## src/rtl/input_reverse.sv

```systemverilog
// +----------------------------------------------------------------------------+
// | input_reverse : bit-order reversal of a WIDTH-bit vector                   |
// | Rev 1.0                                                                    |
// +----------------------------------------------------------------------------+
`default_nettype none

module input_reverse #(
    parameter int WIDTH = 4
) (
    input  logic [WIDTH-1:0] i_data,
    output logic [WIDTH-1:0] o_data
);

    for (genvar g = 0; g < WIDTH; g++) begin : g_bit
        assign o_data[g] = i_data[WIDTH-1-g];
    end

endmodule

`default_nettype wire

```

## src/rtl/rr_find_first.sv

```systemverilog
// +----------------------------------------------------------------------------+
// | rr_find_first : two-pass masked fixed-priority search above a pointer      |
// | Rev 1.0                                                                    |
// +----------------------------------------------------------------------------+
`default_nettype none

module rr_find_first #(
    parameter  int WIDTH = 4,
    localparam int IDX_W = (WIDTH > 1) ? $clog2(WIDTH) : 1
) (
    input  logic [WIDTH-1:0] i_req,
    input  logic [IDX_W-1:0] i_ptr,
    output logic [WIDTH-1:0] o_grant,
    output logic [IDX_W-1:0] o_idx
);

    logic [WIDTH-1:0] w_mask;
    logic [WIDTH-1:0] w_masked;
    logic [WIDTH-1:0] w_vec;

    always_comb begin
        w_mask = '0;
        for (int i = 0; i < WIDTH; i++) begin
            w_mask[i] = (i > int'(i_ptr));
        end
        w_masked = i_req & w_mask;
        // Requests above the pointer win first; otherwise wrap to the bottom.
        w_vec    = (|w_masked) ? w_masked : i_req;
        o_idx    = '0;
        o_grant  = '0;
        for (int i = WIDTH - 1; i >= 0; i--) begin
            if (w_vec[i]) begin
                o_idx   = IDX_W'(i);
                o_grant = WIDTH'(1) << i;
            end
        end
    end

endmodule

`default_nettype wire

```

## src/rtl/rr_arbiter_hs.sv

```systemverilog
// +----------------------------------------------------------------------------+
// | rr_arbiter_hs : round-robin valid/ready arbiter with a one-entry out buffer|
// | Rev 1.0                                                                    |
// +----------------------------------------------------------------------------+
`default_nettype none

module rr_arbiter_hs #(
    parameter  int NUM_REQ        = 4,
    parameter  int DATA_WIDTH     = 32,
    parameter  int PRIO_MSB_FIRST = 0,
    localparam int ID_W           = (NUM_REQ > 1) ? $clog2(NUM_REQ) : 1
) (
    input  logic                          clk,
    input  logic                          rst_n,
    input  logic [NUM_REQ-1:0]            req_valid_i,
    input  logic [NUM_REQ*DATA_WIDTH-1:0] req_data_i,
    output logic [NUM_REQ-1:0]            req_ready_o,
    output logic                          out_valid_o,
    input  logic                          out_ready_i,
    output logic [DATA_WIDTH-1:0]         out_data_o,
    output logic [ID_W-1:0]               out_id_o,
    output logic                          busy_o
);

    // Pointer lives in the search domain; NUM_REQ-1 makes the first search
    // start at search index 0 (original index 0 in LSB mode, NUM_REQ-1 in MSB).
    localparam logic [ID_W-1:0] C_PTR_RST = ID_W'(NUM_REQ - 1);

    logic [NUM_REQ-1:0]    w_req_s;
    logic [NUM_REQ-1:0]    w_grant_s;
    logic [NUM_REQ-1:0]    w_ready_s;
    logic [ID_W-1:0]       w_win_s;
    logic [ID_W-1:0]       w_win_id;
    logic [DATA_WIDTH-1:0] w_win_data;
    logic                  w_can_accept;
    logic                  w_handshake;

    logic [ID_W-1:0]       r_ptr;
    logic                  r_out_valid;
    logic [DATA_WIDTH-1:0] r_out_data;
    logic [ID_W-1:0]       r_out_id;

    if (PRIO_MSB_FIRST != 0) begin : g_msb
        input_reverse #(.WIDTH(NUM_REQ)) u_rev_req (
            .i_data (req_valid_i),
            .o_data (w_req_s)
        );
        input_reverse #(.WIDTH(NUM_REQ)) u_rev_gnt (
            .i_data (w_ready_s),
            .o_data (req_ready_o)
        );
        assign w_win_id = C_PTR_RST - w_win_s;
    end else begin : g_lsb
        assign w_req_s     = req_valid_i;
        assign req_ready_o = w_ready_s;
        assign w_win_id    = w_win_s;
    end

    rr_find_first #(.WIDTH(NUM_REQ)) u_find (
        .i_req   (w_req_s),
        .i_ptr   (r_ptr),
        .o_grant (w_grant_s),
        .o_idx   (w_win_s)
    );

    assign w_can_accept = !r_out_valid || out_ready_i;
    assign w_ready_s    = w_grant_s & {NUM_REQ{w_can_accept}};
    assign w_handshake  = |(req_valid_i & req_ready_o);
    assign w_win_data   = req_data_i[int'(w_win_id)*DATA_WIDTH +: DATA_WIDTH];

    always_ff @(posedge clk) begin
        if (!rst_n) begin
            r_ptr       <= C_PTR_RST;
            r_out_valid <= 1'b0;
            r_out_data  <= '0;
            r_out_id    <= '0;
        end else if (w_handshake) begin
            r_ptr       <= w_win_s;
            r_out_valid <= 1'b1;
            r_out_data  <= w_win_data;
            r_out_id    <= w_win_id;
        end else if (out_ready_i) begin
            r_out_valid <= 1'b0;
        end
    end

    assign out_valid_o = r_out_valid;
    assign out_data_o  = r_out_data;
    assign out_id_o    = r_out_id;
    assign busy_o      = r_out_valid;

endmodule

`default_nettype wire

```

## config.mk

```make
export PLATFORM = sky130hd
export DESIGN_NAME = rr_arbiter_hs
export DESIGN_NICKNAME = d
export VERILOG_FILES = /design/src/rtl/input_reverse.sv /design/src/rtl/rr_find_first.sv /design/src/rtl/rr_arbiter_hs.sv
export SDC_FILE = /design/constraint.sdc
export NUM_CORES = 1
export LEC_CHECK = 0
export ABC_AREA = 0
export BUFFER_PORTS_ARGS = -buffer_cell sky130_fd_sc_hd__buf_2
export CELL_PAD_IN_SITES_DETAIL_PLACEMENT = 0
export CELL_PAD_IN_SITES_GLOBAL_PLACEMENT = 1
export CORE_MARGIN = 2
export CORE_UTILIZATION = 32
export CTS_CLUSTER_DIAMETER = 60
export DETAILED_ROUTE_END_ITERATION = 12
export PLACE_DENSITY_LB_ADDON = 0.1
export SYNTH_ARGS = -nofsm -noshare
export SYNTH_HDL_FRONTEND = slang
export SYNTH_SLANG_ARGS = --single-unit
```

## constraint.sdc

```tcl
create_clock -name clk -period 2.9 [get_ports clk]
set_clock_uncertainty 0.2 [all_clocks]
set_input_delay 0.29 -clock clk [delete_from_list [all_inputs] [get_ports clk]]
set_output_delay 0.29 -clock clk [all_outputs]
set_load 0.05 [all_outputs]
```

### Word-level counts from Yosys, hierarchy flattened

Index checks and enable logic that the tools add are counted.

* bitwise operators: 3
* shift operators: 1
* order comparisons: 3
* reductions and logical operators: 5
* mux-type cells: 11

Operator list (number)
* variable part select 128 x 8 -> 32 bit: 1
* two-way mux 4 bit: 5
* bitwise AND 4 bit: 3
* two-way mux 2 bit: 4
* OR reduction 4 bit: 2
* > comparator 2 bit, first input constant: 2
* > comparator 1 x 2 -> 1 bit, first input constant: 1
* two-way mux 1 bit: 2
* nonzero test 2 bit: 1
* zero test 1 bit: 1
* logical OR 1 bit: 1

* input bits: 135
* output and inout bits: 40
* word-level logic and storage cells: 27
* bits in registers: 37

### Longest topological paths before layout

Gate-level depths: netlist of the first run.

* word-level depth: 12
* mapped depth: 8
* depth with buffers taken out: 5

### Hierarchy

A second synthesis of the first run with hierarchy kept.

* cells, all modules: 293
* area total of the unflattened synthesis: 2895.3 sq um

By module, submodules not included
* rr_arbiter_hs: times used 1, seq. area each 740.7 sq um, area each 2701.3 sq um, cells an instance 260
* rr_find_first: times used 1, seq. area each 0.0 sq um, area each 193.9 sq um, cells an instance 33

### Worst setup path after synthesis of the first run

OpenSTA, ideal clock, no wires.

* path type: reg-to-output
* start point: reg r_out_valid (netlist: busy_o)
* end point: out req_ready_o[2]
* path slack: 360 ps
* buffers on the path: 0
* stages on the path, launching flop included: 4
* arrival: 2050 ps
* data required time: 2410 ps
* cells stage by stage: dfxtp_1 > nand2b_1 > o31ai_1 > a311oi_1

* longest elaborated chain between the ends: 3

Ends and longest elaborated chain
* from (decl): line rr_arbiter_hs.sv:39 `logic r_out_valid;`
* from (signal assigned): line rr_arbiter_hs.sv:74 `r_out_valid <= 1'b0;`
* from (signal assigned): line rr_arbiter_hs.sv:79 `r_out_valid <= 1'b1;`
* from (signal assigned): line rr_arbiter_hs.sv:83 `r_out_valid <= 1'b0;`
* zero test 1 bit: line rr_arbiter_hs.sv:66 `assign w_can_accept = !r_out_valid || out_ready_i;`
* logical OR 1 bit: line rr_arbiter_hs.sv:66
* bitwise AND 4 bit: line rr_arbiter_hs.sv:67 `assign w_ready_s = w_grant_s & {NUM_REQ{w_can_accept}};`
* to (decl): line rr_arbiter_hs.sv:17 `output logic [NUM_REQ-1:0] req_ready_o,`

Every way passes these cells.

### Final worst setup path of the first run

* start point: reg r_ptr[1]
* end point: reg r_out_data[13] (netlist: out_data_o[13])

* longest elaborated chain between the ends: 11
* elaborated cells on any way between the ends: 18

Ends and longest elaborated chain
* from (decl): line rr_arbiter_hs.sv:38 `logic [ID_W-1:0] r_ptr;`
* from (signal assigned): line rr_arbiter_hs.sv:78 `r_ptr <= w_win_s;`
* > comparator 1 x 2 -> 1 bit / > comparator 2 bit (equally long branches): line rr_find_first.sv:24 `w_mask[i] = (i > int'(i_ptr));`
* bitwise AND 4 bit *: line rr_find_first.sv:26 `w_masked = i_req & w_mask;`
* OR reduction 4 bit: line rr_find_first.sv:28 `w_vec = (|w_masked) ? w_masked : i_req;`
* two-way mux 4 bit *: line rr_find_first.sv:28
* parallel branches: the longest is 7 deep, another holds variable part select 128 x 8 -> 32 bit
* to (signal assigned): line rr_arbiter_hs.sv:80 `r_out_data <= w_win_data;`
* to (decl): line rr_arbiter_hs.sv:40 `logic [DATA_WIDTH-1:0] r_out_data;`

Mark *: on every way between the ends.
A chain may end at the register's enable or synchronous reset.

==> results of run 1 <==
## per-layer routing
metal,vias up,track usage,wire (um)
li1,1449,-,-
met5,-,0,0
met4,0,0.03521,48
met3,4,0.04500,679
met1,1255,0.2263,3784
met2,99,0.2899,4045
## worst min path at each step
stage,start,to,slack (ps),depth (start not counted)
finish,rst_n,r_ptr[0],50,2
global route,rst_n,r_ptr[0],50,2
CTS,rst_n,r_ptr[0],30,2
detailed placement,out_data_o[5],out_data_o[5],250,2
global placement,out_data_o[15],out_data_o[15],250,2
floorplan,rst_n,r_ptr[0],170,1
## area by class of cell
type                            instances  area [sq um]
Clock buffer                            5         68.82
Timing Repair Buffer                  181         935.9
Sequential cell                        37         740.7
Clock inverter                          3         17.52
Multi-Input combinational cell        239          1770
Inverter                                3         11.26
Tap cell                              105         131.4
Fill cell                             861          4582
## state kept, by name (all words and copies together) (netlist names)
name	flops
out_data_o	32
r_ptr	2
busy_o	1
out_id_o	2
## per-stage QoR
step	util	instances	power [mW]	setup slack, ps
finish	0.4452	573	1.838	538.8
global route	0.4452	573	1.951	388.6
global placement	0.4347	565	1.481	566.7
detailed placement	0.4347	565	1.490	525.4
floorplan	-	310	1.285	360.2
CTS	0.4452	573	1.867	513.5
## where the power goes
group / switching (mW) / internal, mW / leakage (nW) / total (mW)
Sequential: 0.0399 / 0.583 / 0.307 / 0.623
Clock: 0.202 / 0.166 / 0.0439 / 0.368
Combinational: 0.556 / 0.291 / 1.60 / 0.847
Total: 0.798 / 1.04 / 1.95 / 1.84
## cell families (layout without fill, tap and decap cells)
logic type | Yosys count | count (layout) | share of synthesized area
compound gates | 116 | 116 | 0.3457
flops | 37 | 37 | 0.2711
buf+inv | 34 | 192 | 0.08883
mux | 33 | 33 | 0.1227
simple gates | 90 | 90 | 0.1717
## cells in the final DEF, fill, tap and decap left out, drive strengths merged
cell type and n:
buf 181, o21ai 40, nand2 37, dfxtp 37
and3 34, a21boi 34, o211ai 33, mux2i 32
nor2 6, clkbuf 5, inv 3, and2 3
nand2b 2, o31ai 2, clkinv 2, a21oi 1
nor2b 1, nor3b 1, a311oi 1, o311ai 1
nand3b 1, a31o 1, or4 1, nand3 1
o21bai 1, and2b 1, mux2 1, a22oi 1
nor3 1, or2 1, o31a 1, clkinvlp 1
## critical path, cell delays in order, from the launching register on
cell,delay (ps)
dfxtp_1,560
mux2_4,350
a22oi_4,130
and2_4,580
mux2i_1,310
o211ai_2,90
==> flow_summary.yaml, run 1 <==
run_status:
  status: "finished clean"
placement:
  gp_congestion: 0.8039
  io_buffers: 174
  place_area_sq_um: 3590
  dp_hpwl_um: 6078
synth:
  avgSynthCellArea_sq_um: 8.815
  synth_common_cells: "dfxtp_1 (37), nand2_1 (37), a21boi_0 (34), and3_1 (34), mux2i_1 (32)"
  yosysTopAreaCell: "dfxtp_1"
  synth_edf_count: 0
  syn_nets: 445
  syn_area_sq_um: 2733
  yosysSeqAreaShare: 0.2711
  ys.warnings.count: 0
  postSynthCellCount: 310
  synth_top_area_frac: 0.2711
  yosysUniqueCellTypes: 38
  synth_ff_type: "dfxtp_1"
  synth_area_leaders: "dfxtp_1 (27%), o211ai_2 (14%), mux2i_1 (12%)"
  async_flop_share: 0
  ys_ff_latch: 37
setup_path:
  worstReg2RegStart: "r_ptr[1]"
  crit_start: "r_ptr[1]"
  start_kind: "flip-flop"
  crit_fanout: 32
  arrival_ps: 2320
  path_class: "flip-flop to flip-flop"
  r2r_end: "out_data_o[13]"
  reg2reg_slack_ps: 540
  critPathCaptureType: "flip-flop"
  reg2reg_depth: 5
  required_ps: 2860
  crit_end: "out_data_o[13]"
sta:
  whs_ps: 50.79
  finalSetupViolCount: 0
  final_max_slew_viol_count: 0
  maxClockFrequency_ghz: 0.4235
  slew_headroom: 0.5843
  hold_viol: 0
  worstMarginPinSlew_ps: 623.5
  grt_setup_unrepaired: "no"
  post-route-min-period_ps: 2361
  timing.final.crit_share: 0.8142
  tns_ps: 0
clock_network:
  cts-root-buf: "clkbuf_8"
  clockBufferDepth: 2
  cts.sinks: 37
  cts_setup_buffers: 0
  cts.htree.levels: 2
  tritoncts: "built"
  cts_buffers: 5
  clk_pin_slew_worst_paths_ps: 80
  insertion_delay_ps: 290
  ctsHoldBuffers: 0
  ctsResizeCount: 0
floorplan:
  die-area_sq_um: 9295
  io_pins: 175
  die_w_um: 96.41
  coreArea_sq_um: 8258
  start_util: 0.3309
  die_height_um: 96.41
  rows: 33
detailed_routing:
  routed_via_density: 4.899
  drt_first_pass_iters: 4
  vias: 2807
  routed_wl_um: 8558
  drt_iter0_drc: 73
  ant_nets: 0
  wl_per_cell_um: 14.94
  drc: 0
finish:
  stdcell_area_sq_um: 3676
  diodes: 0
  finalNetCount: 602
  drive_gt1_frac: 0.4872
  syn2layout_area_growth_pct: 34.52
job:
  maxCapViolations: 0
grt:
  grt.total_usage: 0.1735
  grt_pass1_wl_um: 12410
  overflow: 0
  grt_max_degree: 66
  grt_pass1_vias: 2475
  antenna_found_initial: 0
power_and_ir_drop:
  power_leakage_nw: 1.952
  power_density_nw_per_um2: 499.9
  peakVddDrop_mv: 0.2021
hold_path:
  hold_path_class: "input pin to flip-flop"
No activity file was read; power rests on OpenSTA's default activity.
==> inputs of run 2 (changes only) <==
- CORE_UTILIZATION: 32 -> 30
- clock period: 2.9 -> 2.4 ns (I/O delays scaled with it)
==> run 2 against run 1 <==
Flip-flop and latch count unchanged. Critical path depth increased by 1. Power increased by 23%. Largest cell class unchanged. Largest power group unchanged. First-iteration DRC count decreased by 4.1%. Worst hold slack got worse by 13 ps.
==> flow_summary.yaml, run 2 (same netlist as run 1, synthesis figures left out) <==
run_status:
  status: "finished clean"
finish:
  finalNetCount: 612
  final_cell_mix: "buf_2 (174), nand2_1 (37), dfxtp_1 (37), and3_1 (34), a21boi_0 (34)"
  syn2layout_area_growth_pct: 38.64
  final_common_cell: "buf_2"
  final_core_util: 0.4323
  fin_cells: 585
  drive_gt1_frac: 0.4948
  diodes: 0
  largest_reg_flops: 32
  stdcell_area_sq_um: 3789
floorplan:
  start_util: 0.3118
  die-area_sq_um: 9888
  die_height_um: 99.44
  die_w_um: 99.44
  rows: 34
  coreArea_sq_um: 8763
  io_pins: 175
clock_network:
  ctsHoldBuffers: 1
  tritoncts: "built"
  clk_pin_slew_worst_paths_ps: 70
  insertion_delay_ps: 280
  cts.htree.levels: 2
  cts-root-buf: "clkbuf_8"
  cts_buffers: 5
  clockBufferDepth: 2
  cts_setup_buffers: 0
  ctsResizeCount: 0
  cts.sinks: 37
setup_path:
  required_ps: 1960
  reg2reg_depth: 7
  worstReg2RegStart: "r_ptr[1]"
  r2r_end: "out_data_o[2]"
  arrival_ps: 1740
  reg2reg_slack_ps: 270
  crit_fanout: 5
  path_class: "flip-flop to primary output"
  start_kind: "flip-flop"
  crit_start: "r_ptr[1]"
  critPathCaptureType: "primary output"
sta:
  fin_ws_ps: 224.2
  final_max_slew_viol_count: 0
  timing.final.crit_share: 0.9066
  hold_viol: 0
  post-route-min-period_ps: 2176
  whs_ps: 37.82
  maxClockFrequency_ghz: 0.4596
  finalSetupViolCount: 0
  grt_setup_unrepaired: "no"
  worstMarginPinSlew_ps: 625.1
  tns_ps: 0
  slew_headroom: 0.5819
detailed_routing:
  vias: 2886
  routed_via_density: 4.933
  wl_per_cell_um: 14.47
  routed_wl_um: 8465
  ant_nets: 0
  drt_first_pass_iters: 4
  drc: 0
  drt_iter0_drc: 70
hold_path:
  holdPathEnd: "out_data_o[3]"
  hold_path_class: "input pin to flip-flop"
  hold_path_depth: 3
  min-delay-start: "req_data_i[35]"
power_and_ir_drop:
  total_power_mw: 2.265
  peakVddDrop_mv: 0.2594
  power_leakage_nw: 2.011
  power_density_nw_per_um2: 597.9
placement:
  io_buffers: 174
  preCtsSetupSlack_ps: 208.0
  gp_congestion: 0.8249
  dp_cells: 577
  dp_hpwl_um: 6497
  place_area_sq_um: 3692
grt:
  antenna_found_initial: 0
  grt_pass1_wl_um: 12870
  grt_max_degree: 38
  grt.total_usage: 0.1622
  grt_pass1_vias: 2619
  overflow: 0
job:
  maxCapViolations: 0
-- run 2: cell count changes in the layout (fill, tap and decap cells not counted), sizes merged --
cell / delta
buf: +9
clkbuf: +2
clkinv: -2
clkinvlp: -1
dlygate4sd3: +1
-- run 2: metal layers --
metal	global-route usage	vias to the layer above	part of all wire
met2	0.2739	105	0.48
met3	0.04006	2	0.080
met1	0.2115	1314	0.44
met5	0	-	0
met4	0.03161	0	0.0043
li1	-	1465	-
-- run 2: final cells by class --
class	count	area (sq um)
clock buffers	7	86.33
inverters	3	11.26
well taps	108	135.1
repair buffers	191	1039
multi-input cells	239	1777
flip-flops and latches	37	740.7
fillers	943	4975
-- run 2: worst max-delay path by stage --
stage                     end  slack, ps  cells past startpoint
2_1_floorplan  req_ready_o[2]        380                      3
4_1_cts        req_ready_o[3]        200                      6
3_3_place_gp    out_data_o[1]        220                      7
5_1_grt        req_ready_o[3]         70                      6
6_report       req_ready_o[3]        220                      6
3_5_place_dp   out_data_o[26]        210                      7
-- run 2: power breakdown --
part	internal [mW]	switching (mW)	leakage [nW]
sequential	0.705	0.0412	0.307
clock	0.228	0.219	0.0443
combinational	0.386	0.686	1.66
-- run 2: worst max-delay path: stages (launching register included) --
cell,delay [ps]
dfxtp_1,340
buf_4,160
nor2b_1,130
nor3b_1,70
o31ai_1,430
nor2_1,90
buf_2,230
==> inputs of run 3 (changes only) <==
- clock period: 2.4 -> 2.1 ns (I/O delays scaled with it)
==> run 3 against run 2 <==
The run now ends with hold timing left. Register-to-register slack got worse by 150 ps. Core utilization rose by 2.0 points. Combinational power grew 19%. Die area is the same. Worst setup slack got worse by 120 ps. Global-route usage rose by 1.1 points. Wire length is 3.9% higher. Count of clock-buffer cells in the layout is the same. Cell count rose by 1.4%. Critical path depth unchanged. Power increased by 23%. Largest cell class unchanged. Largest power group unchanged. Highest routed layer unchanged.
==> flow_summary.yaml, run 3 (same netlist as run 1, synthesis figures left out) <==
run_status:
  status: "finished with violations"
  violations: "hold timing"
grt:
  grt_pass1_wl_um: 13700
  use_met1: 0.2141
  grt.total_usage: 0.1729
  use_met3: 0.03584
  overflow: 0
  grtUsageMet2: 0.3041
  antenna_found_initial: 0
  grt_max_degree: 36
  grt_pass1_vias: 2805
  busiest_layer: "met2"
clock_network:
  cts.htree.levels: 2
  cts.sinks: 37
  cts-root-buf: "clkbuf_8"
  clockBufferDepth: 2
  clk_pin_slew_worst_paths_ps: 90
  tritoncts: "built"
  cts_buffers: 5
  insertion_delay_ps: 290
floorplan:
  die_w_um: 99.44
  rows: 34
  start_util: 0.3118
  coreArea_sq_um: 8763
  die-area_sq_um: 9888
  die_height_um: 99.44
  io_pins: 175
finish:
  final_cell_mix: "buf_2 (172), nand2_1 (37), dfxtp_1 (35), and3_1 (34), a21boi_0 (33)"
  fillCellCount: 925
  final_common_cell: "buf_2"
  syn2layout_area_growth_pct: 44.92
  finalNetCount: 619
  diodes: 0
  stdcell_area_sq_um: 3960
  largest_reg_flops: 32
  fin_cells: 593
  drive_gt1_frac: 0.5072
sta:
  maxClockFrequency_ghz: 0.5010
  hold_viol: 1
  grt_setup_unrepaired: "no"
  worstMarginPinSlew_ps: 301.3
  whs_ps: -0.3824
  slew_headroom: 0.7991
  final_max_slew_viol_count: 0
  finalSetupViolCount: 0
  tns_ps: 0
  post-route-min-period_ps: 1996
  timing.final.crit_share: 0.9505
setup_path:
  required_ps: 1690
  critPathCaptureType: "primary output"
  path_class: "flip-flop to primary output"
  path_cells: "buf_6 > nor2b_1 > nor3b_2 > o31ai_4 > a311oi_2 > buf_6"
  crit_fanout: 4
  critical-path-top-delay-family: "compound AO/OA/AOI/OAI gates"
  slowest_stage: "dfxtp_2"
  crit_buf_inv: 2
  start_kind: "flip-flop"
  crit_top_cell: "buf_6"
  slowest_delay_ps: 340
  arrival_ps: 1590
detailed_routing:
  drt_iter0_drc: 83
  routed_wl_um: 8799
  ant_nets: 0
  wl_per_cell_um: 14.84
  vias: 2919
  routed_via_density: 4.922
  drc: 0
  drt_first_pass_iters: 4
power_and_ir_drop:
  power_density_nw_per_um2: 705.3
  peakVddDrop_mv: 0.3866
  power_leakage_nw: 2.075
placement:
  dp_cells: 577
  gp_congestion: 0.7810
  dp_hpwl_um: 6633
  place_area_sq_um: 3730
  io_buffers: 174
hold_path:
  hold_path_class: "input pin to flip-flop"
job:
  maxCapViolations: 0
==> run 3: cell types whose count changed in the layout (fill, tap and decap cells not counted), sizes merged <==
cell	before	now
buf	190	193
bufinv	0	1
dlygate4sd3	1	5
==> run 3: report_power, final <==
| group | switching (mW) | internal (mW) |
|---|---|---|
| combinational | 0.793 | 0.475 |
| sequential | 0.0502 | 0.806 |
| clock | 0.281 | 0.388 |
| total | 1.12 | 1.67 |
==> run 3: worst paths after layout <==
| check | from | end | slack, ps | cells after the start |
|---|---|---|---|---|
| max | r_ptr[1] | req_ready_o[2] | 100 | 6 |
| min | req_data_i[48] | out_data_o[16] | -0.4 | 3 |
| max reg2reg | r_ptr[1] | out_data_o[13] | 120 | 7 |
| min reg2reg | out_id_o[1] | out_id_o[1] | 270 | 2 |
==> run 3: final cells by class <==
cell class | instances | area (sq um) | share of cell area
well taps | 108 | 135.1 | 0.03412
clock buffers | 7 | 86.33 | 0.02180
flip-flops and latches | 37 | 743.2 | 0.1877
inverters | 3 | 11.26 | 0.002844
clock inverters | 1 | 30.03 | 0.007583
repair buffers | 198 | 1155 | 0.2916
multi-input cells | 239 | 1799 | 0.4543
==> run 3: routing by layer <==
metal / share of wire / vias up / wire [um]
li1: - / 1485 / -
met4: 0.015 / 0 / 131
met2: 0.49 / 109 / 4274
met5: 0 / - / 0
met3: 0.068 / 11 / 596
met1: 0.43 / 1314 / 3796
==> run 3: tightest hold or removal path, delay by kind of cell <==
family / cells / cell delay [ps]
AO/OA/AOI/OAI: 1 / 120
multiplexers: 1 / 60
buffers and inverters: 1 / 70
==> run 3: metrics by stage <==
stage                 util  hold slack (ps)  worst slack, ps  power (mW)
global route        0.4519            7.790            12.30       2.937
global placement    0.4256            250.7            215.7       2.109
floorplan                -            86.23            112.9       1.777
finish              0.4519          -0.3824            103.9       2.793
CTS                 0.4490           0.6896            12.20       2.819
detailed placement  0.4256            252.4            173.9       2.122
==> run 3: what timing repair did <==
item | 4_1_cts | 5_1_grt
hold endpoints to repair | 7 | 0
buffers inserted | 4 | 0
gates cloned | 0 | 0
resized for setup | 5 | 10
pin swaps | 3 | 2
setup endpoints to repair | 3 | 6
hold buffers | 5 | 0
